File: config.mk
export PLATFORM = sky130hd
export DESIGN_NAME = hyperspace_frame_ctrl
export DESIGN_NICKNAME = d
export VERILOG_FILES = /design/src/rtl/hyperspace_frame_ctrl.sv
export SDC_FILE = /design/constraint.sdc
export NUM_CORES = 1
export LEC_CHECK = 0
export CORE_MARGIN = 2
export CORE_UTILIZATION = 50
export CTS_BUF_LIST = sky130_fd_sc_hd__clkbuf_8
export CTS_CLUSTER_SIZE = 28
export DETAILED_ROUTE_END_ITERATION = 16
export GPL_TIMING_DRIVEN = 1
export PLACE_DENSITY = 0.8
export SLEW_MARGIN = 10
export SYNTH_ARGS = -nofsm -noshare
export SYNTH_HDL_FRONTEND = slang
export SYNTH_SLANG_ARGS = --single-unit
export TNS_END_PERCENT = 1
File: constraint.sdc
create_clock -name clock -period 4.2 [get_ports clock]
set_clock_uncertainty 0.15 [all_clocks]
set_input_delay 0.42 -clock clock [delete_from_list [all_inputs] [get_ports clock]]
set_output_delay 0.42 -clock clock [all_outputs]
set_load 0.05 [all_outputs]
File: src/rtl/hyperspace_frame_ctrl.sv
`default_nettype none
`timescale 1ns/1ps
// ============================================================================
// hyperspace_frame_ctrl : frame sequencer gating the GPIO <-> HyperSpace core
// streams. Optional stall timeout: HYPERSPACE_FRAME_CTRL_TIMEOUT_EN.
// Rev 1.0
// ============================================================================
module hyperspace_frame_ctrl #(
  parameter int IN_W           = 8,
  parameter int OUT_W          = 16,
  parameter int CNT_W          = 16,
  parameter int TIMEOUT_CYCLES = 4096
) (
  input  logic             clock,
  input  logic             RSTB,
  input  logic             cfg_start,
  input  logic             cfg_abort,
  input  logic [CNT_W-1:0] cfg_in_len,
  input  logic [CNT_W-1:0] cfg_out_len,
  input  logic [7:0]       cfg_frames,
  input  logic             s_valid,
  output logic             s_ready,
  input  logic [IN_W-1:0]  s_data,
  input  logic             s_last,
  output logic             c_in_valid,
  input  logic             c_in_ready,
  output logic [IN_W-1:0]  c_in_data,
  output logic             c_in_last,
  input  logic             c_out_valid,
  output logic             c_out_ready,
  input  logic [OUT_W-1:0] c_out_data,
  output logic             m_valid,
  input  logic             m_ready,
  output logic [OUT_W-1:0] m_data,
  output logic             m_last,
  output logic             busy,
  output logic             done,
  output logic             err_cfg,
  output logic             err_last,
  output logic             err_timeout,
  output logic [7:0]       frame_cnt
);

  typedef enum logic [1:0] {
    ST_IDLE = 2'd0,
    ST_IN   = 2'd1,
    ST_OUT  = 2'd2,
    ST_DONE = 2'd3
  } state_t;

  state_t           r_state;
  logic [CNT_W-1:0] r_in_len;
  logic [CNT_W-1:0] r_out_len;
  logic [7:0]       r_frames;
  logic [CNT_W-1:0] r_in_cnt;
  logic [CNT_W-1:0] r_out_cnt;
  logic [7:0]       r_frame_cnt;
  logic             r_err_cfg;
  logic             r_err_last;

  logic             w_active;
  logic             w_in_en;
  logic             w_out_en;
  logic             w_in_last;
  logic             w_out_last;
  logic             w_in_hs;
  logic             w_out_hs;
  logic [CNT_W-1:0] w_in_cnt_nxt;
  logic [CNT_W-1:0] w_out_cnt_nxt;
  logic             w_in_full;
  logic             w_frame_end;
  logic             w_last_frame;
  logic             w_abort;

  assign w_active   = (r_state == ST_IN) || (r_state == ST_OUT);
  assign w_in_en    = (r_state == ST_IN) && (r_in_cnt < r_in_len);
  assign w_out_en   = w_active && (r_out_cnt < r_out_len);
  assign w_in_last  = w_in_en && (r_in_cnt == r_in_len - CNT_W'(1));
  assign w_out_last = w_out_en && (r_out_cnt == r_out_len - CNT_W'(1));
  assign w_in_hs    = s_valid & c_in_ready & w_in_en;
  assign w_out_hs   = c_out_valid & m_ready & w_out_en;

  assign w_in_cnt_nxt  = r_in_cnt + CNT_W'(w_in_hs);
  assign w_out_cnt_nxt = r_out_cnt + CNT_W'(w_out_hs);

  // The cycle after the last input beat (in_cnt == in_len) is the transition
  // cycle; the frame closes there if the output side is also complete.
  assign w_in_full    = (r_in_cnt == r_in_len);
  assign w_frame_end  = (((r_state == ST_IN) && w_in_full) || (r_state == ST_OUT))
                        && (w_out_cnt_nxt == r_out_len);
  assign w_last_frame = (r_frames != 8'd0) && ((r_frame_cnt + 8'd1) == r_frames);

  assign c_in_valid  = s_valid & w_in_en;
  assign s_ready     = c_in_ready & w_in_en;
  assign c_in_data   = s_data;
  assign c_in_last   = w_in_last;
  assign m_valid     = c_out_valid & w_out_en;
  assign c_out_ready = m_ready & w_out_en;
  assign m_data      = c_out_data;
  assign m_last      = w_out_last;

  assign busy      = (r_state != ST_IDLE);
  assign done      = (r_state == ST_DONE);
  assign err_cfg   = r_err_cfg;
  assign err_last  = r_err_last;
  assign frame_cnt = r_frame_cnt;

`ifdef HYPERSPACE_FRAME_CTRL_TIMEOUT_EN
  localparam int STALL_W = $clog2(TIMEOUT_CYCLES + 1);

  logic [STALL_W-1:0] r_stall;
  logic               r_err_timeout;
  logic               w_timeout;

  assign w_timeout = w_active && !w_in_hs && !w_out_hs
                     && (r_stall == STALL_W'(TIMEOUT_CYCLES - 1));
  assign w_abort     = cfg_abort | w_timeout;
  assign err_timeout = r_err_timeout;

  always_ff @(posedge clock) begin
    if (RSTB) begin
      r_stall       <= '0;
      r_err_timeout <= 1'b0;
    end else begin
      if ((r_state == ST_IDLE) && cfg_start) begin
        r_err_timeout <= 1'b0;
      end else if (w_timeout) begin
        r_err_timeout <= 1'b1;
      end
      if (w_active && !w_in_hs && !w_out_hs && !w_abort) begin
        r_stall <= r_stall + STALL_W'(1);
      end else begin
        r_stall <= '0;
      end
    end
  end
`else
  logic w_unused_timeout;

  assign w_unused_timeout = (TIMEOUT_CYCLES == 0);
  assign w_abort          = cfg_abort;
  assign err_timeout      = 1'b0;
`endif

  always_ff @(posedge clock) begin
    if (RSTB) begin
      r_state     <= ST_IDLE;
      r_in_len    <= '0;
      r_out_len   <= '0;
      r_frames    <= 8'd0;
      r_in_cnt    <= '0;
      r_out_cnt   <= '0;
      r_frame_cnt <= 8'd0;
      r_err_cfg   <= 1'b0;
      r_err_last  <= 1'b0;
    end else begin
      if (w_in_hs && (s_last != w_in_last)) begin
        r_err_last <= 1'b1;
      end
      case (r_state)
        ST_IDLE: begin
          if (cfg_start) begin
            r_in_len    <= cfg_in_len;
            r_out_len   <= cfg_out_len;
            r_frames    <= cfg_frames;
            r_in_cnt    <= '0;
            r_out_cnt   <= '0;
            r_frame_cnt <= 8'd0;
            r_err_last  <= 1'b0;
            if ((cfg_in_len == '0) || (cfg_out_len == '0)) begin
              r_err_cfg <= 1'b1;
            end else begin
              r_err_cfg <= 1'b0;
              r_state   <= ST_IN;
            end
          end
        end
        ST_IN, ST_OUT: begin
          if (w_abort) begin
            r_state   <= ST_IDLE;
            r_in_cnt  <= '0;
            r_out_cnt <= '0;
          end else if (w_frame_end) begin
            r_frame_cnt <= r_frame_cnt + 8'd1;
            r_in_cnt    <= '0;
            r_out_cnt   <= '0;
            r_state     <= w_last_frame ? ST_DONE : ST_IN;
          end else begin
            r_in_cnt  <= w_in_cnt_nxt;
            r_out_cnt <= w_out_cnt_nxt;
            if ((r_state == ST_IN) && w_in_full) begin
              r_state <= ST_OUT;
            end
          end
        end
        default: begin
          r_state <= ST_IDLE;
        end
      endcase
    end
  end

endmodule
`default_nettype wire

==> results of run 1 <==
==> per-layer routing <==
layer  part of all wire  up-vias  global-route usage  routed length [um]
met2               0.46      233               0.414                8280
met1               0.45     2977               0.341                8050
met5                  0        -                   0                   0
met4              0.028        0              0.0798                 506
li1                   -     3108                   -                   -
met3              0.068       48              0.0603                1230
==> cell families (layout without fill, tap and decap cells) <==
kind of cell | count (synthesis) | after routing
buffers and inverters | 117 | 199
muxes | 5 | 5
other | 1 | 1
AOI/OAI and AO/OA | 191 | 191
DFF | 84 | 84
adders and majority gates | 43 | 43
and+or+nand+nor | 302 | 302
xor gates and xnor gates | 71 | 71
==> worst min path at each step <==
stage	to	depth (start not counted)	slack (ns)
6_report	frame_cnt[1]$_SDFFE_PP0P_	2	0.34
2_1_floorplan	r_in_cnt[0]$_SDFFE_PP0P_	2	0.30
3_3_place_gp	r_in_cnt[0]$_SDFFE_PP0P_	2	0.32
3_5_place_dp	err_cfg$_SDFFE_PP0P_	1	0.32
5_1_grt	r_in_cnt[0]$_SDFFE_PP0P_	2	0.36
4_1_cts	r_in_cnt[0]$_SDFFE_PP0P_	2	0.34
==> repair_timing <==
item,CTS,global route
buffers inserted,1,1
endpoints found under the setup margin,43,43
pin swaps,4,6
gates resized for setup,11,27
cloned,0,0
==> flip-flops by register name, indices dropped and copies added (netlist names) <==
register / flops
err_last: 1
err_cfg: 1
r_frames: 8
r_in_len: 16
r_out_cnt: 16
r_state: 2
frame_cnt: 8
r_in_cnt: 16
r_out_len: 16
==> power groups by stage <==
stage | combinational, mW | clock, mW | sequential (mW)
final | 1.45 | 0.585 | 0.938
after global routing | 1.58 | 0.627 | 0.948
after CTS | 1.40 | 0.598 | 0.936
after detailed placement | 1.36 | 0 | 0.952
after global placement | 1.34 | 0 | 0.953
after floorplan | 1.02 | 0 | 0.946
==> synthesized netlist by cell type, types with 3 or more instances <==
library cell  instances
nand4b_1              8
nand4_1              26
a31oi_1              15
o211ai_1              7
a211oi_1              4
nand3_1              35
a21o_1                9
nor4_1               22
xor2_1               18
nor2_1               40
nand2_1              55
ha_1                 43
and3_1               15
or4_1                 3
a31o_2                3
buf_4                28
and2_1                8
clkbuf_1             34
a21oi_1              39
dfxtp_1              84
o31ai_1               3
a22o_1               41
inv_1                43
buf_2                 9
or2_2                 5
nor3_1               38
and4_1                6
xnor2_1              52
mux2i_1               5
nand2b_1             10
nand3b_1              4
o2111ai_1             3
a211o_1               3
o21ai_1               3
nor2b_1               8
or3_1                 5
o21ai_0              38
==> layout make-up <==
type	instances	share of cell area
tap	172	0.0274
clock inverter	6	0.00670
timing repair buffer	140	0.157
clock buffer	10	0.0175
sequential	84	0.215
multi-input combinational	613	0.556
inverter	43	0.0206
==> through the flow <==
stage	instances	area, um2	total power [mW]	setup WS, ns
3_5_place_dp	1050	7480	2.31	-0.228
6_report	1068	7850	2.97	-0.0757
2_1_floorplan	814	6470	1.96	0.00493
5_1_grt	1068	7850	3.15	-0.352
4_1_cts	1067	7730	2.93	-0.134
3_3_place_gp	1050	7480	2.29	-0.151
==> critical path, delay by kind of cell, from the launching register on <==
family | cells | cell delay, ns
simple gates | 7 | 1.50
compound gates | 7 | 1.03
fa+ha+maj | 3 | 0.54
flops | 1 | 0.34
buf+inv | 3 | 0.33
mux | 1 | 0.19
xor+xnor | 1 | 0.13
==> summary.txt, run 1 <==
Finish
  – Most frequent cells in the layout: 82 x dfxtp_1, 70 x buf_4, 64 x clkdlybuf4s50_1, 54 x nand2_1, 52 x xnor2_1
  – Register area: 1680 um2
  – FILL cells: 1032
  – Commonest non-fill, non-tap cell in the layout: dfxtp_1
  – Multi-input logic area: 4360 um2
  – Share of post-route cells with drive strength above 1: 0.154
  – # diodes: 0
  – Core Util, Final: 0.624
  – Synth-to-layout area growth: 22.0%
  – Final net count: 1007

Route
  – Vias per cell: 5.96
  – Via Count: 6366
  – Remaining DRCs: 0
  – Wire per inst: 16.9 um
  – Initial DRC count: 606
  – Final ANT Viol Nets: 0
  – Routed wire length: 18100 um
  – TritonRoute pass-1 iters: 7

Place
  – GPL Wtd Cong: 0.932
  – Port bufs: 66
  – Detailed placement HPWL: 13200 um

Critical path
  – CP Class: register to register
  – Most Frequent Cell on Critical Path: ha_4
  – Crit path launch: r_out_len[1]$_SDFFE_PP0P_
  – CP endpoint kind: register
  – CP required: 4.37 ns
  – Critical path's slowest cell: dfxtp_2
  – Reg-to-reg endpoint: r_state[1]$_SDFFE_PP0P_
  – Slowest Stage Delay on Critical Path: 0.34 ns
  – Crit-path cells: inv_2, ha_4, nor2b_4, o21a_1, o21ai_2, a21oi_2, o21a_1, o211ai_1, a31o_2, and4_4, ha_4, ha_4, nand3_1, nor4_2, xnor2_1, nor4_2, and4_1, buf_6, nor2_4, buf_6, a21oi_4, mux2i_1
  – R2r startpoint: r_out_len[1]$_SDFFE_PP0P_
  – Reg2reg setup slack: -0.08 ns
  – End of the critical path: r_state[1]$_SDFFE_PP0P_
  – Reg2Reg Depth: 22
  – Worst Path Arrival: 4.45 ns
  – Crit-path max FO: 5
  – Worst setup SP type: register

Timing
  – Achievable Freq: 234 MHz
  – Final Max Slew Viols: 0
  – Fin crit period: 4.28 ns
  – Final worst-path cycle share: 1.02
  – Setup ws final: -0.0757 ns
  – Hold Fails Final Rpt: 0
  – Worst-Margin Slew: 1.16 ns
  – Worst hold slack: 0.340 ns
  – Setup violators final: 8
  – RSZ-0062 raised after global routing: yes
  – Setup total negative slack: -0.234 ns
  – Worst slew margin: 0.225

Synthesis
  – Synth Instances: 814
  – Synth top area share: 0.261
  – Async S/R FF share, synth: 0
  – Post-Synth Simple-Gate Area: 0.258
  – Distinct cell type count after synthesis: 70
  – Avg Inst Size Synth: 7.90 um2
  – Xor/xnor share of the synthesized area: 0.0978
  – Adder-Cell Fraction of Synth Area: 0.0836
  – Compound-Gate Fraction of Synth Area: 0.203
  – Largest area contributor in the netlist: dfxtp_1
  – Largest family of logic cells by synthesized area: simple AND/OR/NAND/NOR gates
  – Post-synth EDFFs: 0
  – Seq cells post-synth: 84
  – Post-synthesis sequential area ratio: 0.261
  – Syn Nets: 930
  – Post-Syn Area: 6430 um2
  – Yosys synthesis warning count: 0
  – Ys flop type: dfxtp_1
  – Post-synthesis mux area share: 0.00778
  – Leading post-synthesis cells by cell area: dfxtp_1 26%, ha_1 8.4%, xnor2_1 7.1%

Floorplanning
  – Core Area: 12600 um2
  – Die W: 117 um
  – Chip height: 117 um
  – Number of core rows: 41
  – Initial Util: 0.512
  – Io pins: 116
  – Die ar.: 13800 um2

Worst hold path
  – Worst min-delay path category: register to register
  – Hold Path Origin: frame_cnt[1]$_SDFFE_PP0P_

Clocking
  – Clk buf depth: 2
  – Clock H-tree levels: 3
  – CTS clock-pin slew for the worst setup and hold paths: 0.10 ns
  – Hold Buf Count CTS: 0
  – CTS tree: done
  – Worst skew pair latency: 0.38 ns
  – Total CTS buffers: 9
  – Clk sinks: 84
  – Clk Tree Root Cell: clkbuf_8

Pwr
  – Static leakage: 3.01 nW
  – Sw Share: 0.420
  – Internal power: 1.72 mW
  – Switching power: 1.25 mW
  – Flop pwr share: 0.316
  – Clk pwr share: 0.197
  – Logic pwr share: 0.487
  – Power per cell area: 378 nW/um2
  – Maximum vdd drop: 0.000220 V

Run status
  – Violated checks: setup timing
  – Run status: complete, but fails checks

Global route
  – First-pass GRT wire length: 29400 um
  – Vias in the first global route: 5842
  – Total GRT Usage: 0.257
  – Overflow after GRT: 0
  – Initial antenna violation count: 0
  – Pin count of the biggest net entering global routing: 43

Run
  – Max cap viols: 0
Power figures use the tool's default switching activity.
==> run 2, diff against run 1 <==
- SLEW_MARGIN: 10 -> unset
==> results of run 2 <==
Same layout as run 1: the final DEF is identical, and so are final timing and power.
==> run 3, diff against run 2 <==
- CTS_CLUSTER_SIZE: 28 -> 10
- SKIP_LAST_GASP: unset -> 1
==> summary.txt, run 3 (same netlist as run 1, synthesis figures left out) <==
Run status
  – Run status: complete, but fails checks
  – Violated checks: setup timing

Critical path
  – Crit-path cells: inv_1, ha_1, nor2b_1, o21a_1, o21ai_2, a21oi_1, o21a_1, o211ai_1, a31o_2, and4_4, ha_4, ha_4, nand3_1, nor4_2, xnor2_1, nor4_2, and4_1, buf_4, nor2_4, buf_6, a21oi_4, mux2i_1
  – Worst setup SP type: register
  – CP required: 4.37 ns (about the same)
  – Worst Path Arrival: 4.49 ns (+0.04 ns)
  – Slowest Stage Delay on Critical Path: 0.33 ns (about the same)
  – Critical path's slowest cell: dfxtp_2
  – CP Class: register to register
  – CP endpoint kind: register
  – Crit-path max FO: 5 (unchanged)

Place
  – Port bufs: 66 (unchanged)
  – Placed Instances: 1050 (unchanged)
  – Detailed placement HPWL: 13200 um (unchanged)
  – GPL Wtd Cong: 0.932 (unchanged)

Timing
  – Fin crit period: 4.32 ns (+0.0415 ns)
  – Achievable Freq: 232 MHz (-0.96%)
  – Setup violators final: 25 (+17)
  – Final worst-path cycle share: 1.03 (+0.00989)
  – Final Max Slew Viols: 0 (unchanged)
  – RSZ-0062 raised after global routing: yes
  – Worst hold slack: 0.339 ns (-0.000230 ns)
  – Worst-Margin Slew: 1.14 ns (-0.0185 ns)
  – Worst slew margin: 0.238 (+0.0124)
  – Hold Fails Final Rpt: 0 (unchanged)
  – Setup ws final: -0.117 ns (-0.0415 ns)

Pwr
  – Switching power: 1.24 mW (-0.28%)
  – Internal power: 1.72 mW (-0.34%)
  – Clk pwr share: 0.199 (+0.002)
  – Maximum vdd drop: 0.000219 V (-0.23%)
  – Sw Share: 0.420 (about the same)
  – Power per cell area: 379 nW/um2 (+0.26%)
  – Static leakage: 2.97 nW (-1.1%)
  – Logic pwr share: 0.484 (-0.003)
  – Flop pwr share: 0.317 (about the same)

Global route
  – Overflow after GRT: 0 (unchanged)
  – Total GRT Usage: 0.257 (unchanged)
  – First-pass GRT wire length: 29400 um (about the same)
  – Vias in the first global route: 5831 (-0.19%)
  – Initial antenna violation count: 0 (unchanged)
  – Pin count of the biggest net entering global routing: 43 (unchanged)

Finish
  – Core Util, Final: 0.621 (-0.00358)
  – Final net count: 1007 (unchanged)
  – # diodes: 0 (unchanged)
  – Share of post-route cells with drive strength above 1: 0.145 (-0.00893)
  – FILL cells: 1038 (+0.58%)
  – Most frequent cells in the layout: 82 x dfxtp_1, 71 x buf_4, 65 x clkdlybuf4s50_1, 55 x nand2_1, 52 x xnor2_1
  – Commonest non-fill, non-tap cell in the layout: dfxtp_1
  – Synth-to-layout area growth: 21.3%
  – Final cell count without fillers: 1068 (unchanged)

Floorplanning
  – Initial Util: 0.512 (unchanged)
  – Die ar.: 13800 um2 (unchanged)
  – Io pins: 116 (unchanged)
  – Die W: 117 um (unchanged)
  – Number of core rows: 41 (unchanged)
  – Core Area: 12600 um2 (unchanged)
  – Chip height: 117 um (unchanged)

Route
  – Initial DRC count: 604 (-0.33%)
  – Final ANT Viol Nets: 0 (unchanged)
  – Routed wire length: 18100 um (about the same)
  – TritonRoute pass-1 iters: 7 (unchanged)
  – Remaining DRCs: 0 (unchanged)
  – Wire per inst: 16.9 um (about the same)
  – Vias per cell: 6.00 (+0.60%)
  – Via Count: 6404 (+0.60%)

Worst hold path
  – Worst min-delay path category: register to register

Clocking
  – Worst skew pair latency: 0.39 ns (about the same)
  – CTS tree: done
  – Total CTS buffers: 9 (unchanged)
  – CTS clock-pin slew for the worst setup and hold paths: 0.10 ns (about the same)
  – Clk buf depth: 2 (unchanged)
  – Clock H-tree levels: 3 (unchanged)
  – Clk sinks: 84 (unchanged)
  – Hold Buf Count CTS: 0 (unchanged)
  – Clk Tree Root Cell: clkbuf_8

Run
  – Max cap viols: 0 (unchanged)
run 3: cell types whose count changed in the layout (fill, tap and decap cells not counted), sizes merged:
| cell | previous run | this run |
|---|---|---|
| clkdlybuf4s50 | 64 | 65 |
| dlymetal6s2s | 1 | 0 |
run 3: repair_timing:
action,in CTS,in global routing
gates resized for setup,9,16
buffers inserted,1,1
endpoints found under the setup margin,43,43
pin swaps,4,3
endpoints found under the hold margin,0,0
run 3: final cells by class:
class,count,area (um2),area share
multi-input combinational,613,4320,0.554
sequential,84,1680,0.216
timing repair buffer,140,1230,0.157
tap,172,215,0.0276
inverter,43,161,0.0207
clock buffer,10,138,0.0176
clock inverter,6,52.6,0.00674
run 3: worst paths after layout:
path | from | to | slack (ns) | cells past startpoint
setup / recovery | r_out_len[1]$_SDFFE_PP0P_ | r_state[1]$_SDFFE_PP0P_ | -0.12 | 22
hold / removal | frame_cnt[1]$_SDFFE_PP0P_ | frame_cnt[1]$_SDFFE_PP0P_ | 0.34 | 2
setup reg to reg | r_out_len[1]$_SDFFE_PP0P_ | r_state[1]$_SDFFE_PP0P_ | -0.12 | 22
hold reg to reg | frame_cnt[1]$_SDFFE_PP0P_ | frame_cnt[1]$_SDFFE_PP0P_ | 0.34 | 2
run 3: metrics by stage:
stage          power (mW)  instance area [um2]  setup TNS [ns]  setup WS (ns)
2_1_floorplan        1.96                 6470               0        0.00493
3_3_place_gp         2.29                 7480           -3.61         -0.151
3_5_place_dp         2.31                 7480           -5.97         -0.228
4_1_cts              2.93                 7730           -2.30         -0.134
5_1_grt              3.14                 7800          -13.84         -0.401
6_report             2.96                 7800          -0.866         -0.117
run 3: critical path: cells and delay by family, from the launching register on:
family	cells	cell delay, ns
AO/OA/AOI/OAI	7	1.02
XOR/XNOR	1	0.13
adder cells (fa/ha/maj)	3	0.59
buffers and inverters	3	0.35
flip-flops	1	0.33
multiplexers	1	0.20
AND/OR/NAND/NOR	7	1.49
run 3: power groups by stage:
stage               Combinational, mW  Clock [mW]  Sequential (mW)
floorplan                        1.02           0            0.946
global placement                 1.34           0            0.953
detailed placement               1.36           0            0.952
CTS                              1.40       0.598            0.936
global route                     1.57       0.627            0.947
finish                           1.43       0.588            0.938
run 3: routing by layer:
metal  up-vias  wire length [um]  share of wire  global-route usage
met3        41              1310          0.073              0.0603
met5         -                 0              0                   0
met4         0               463          0.026              0.0798
met1      3006              7980           0.44               0.341
li1       3115                 -              -                   -
met2       242              8300           0.46               0.414
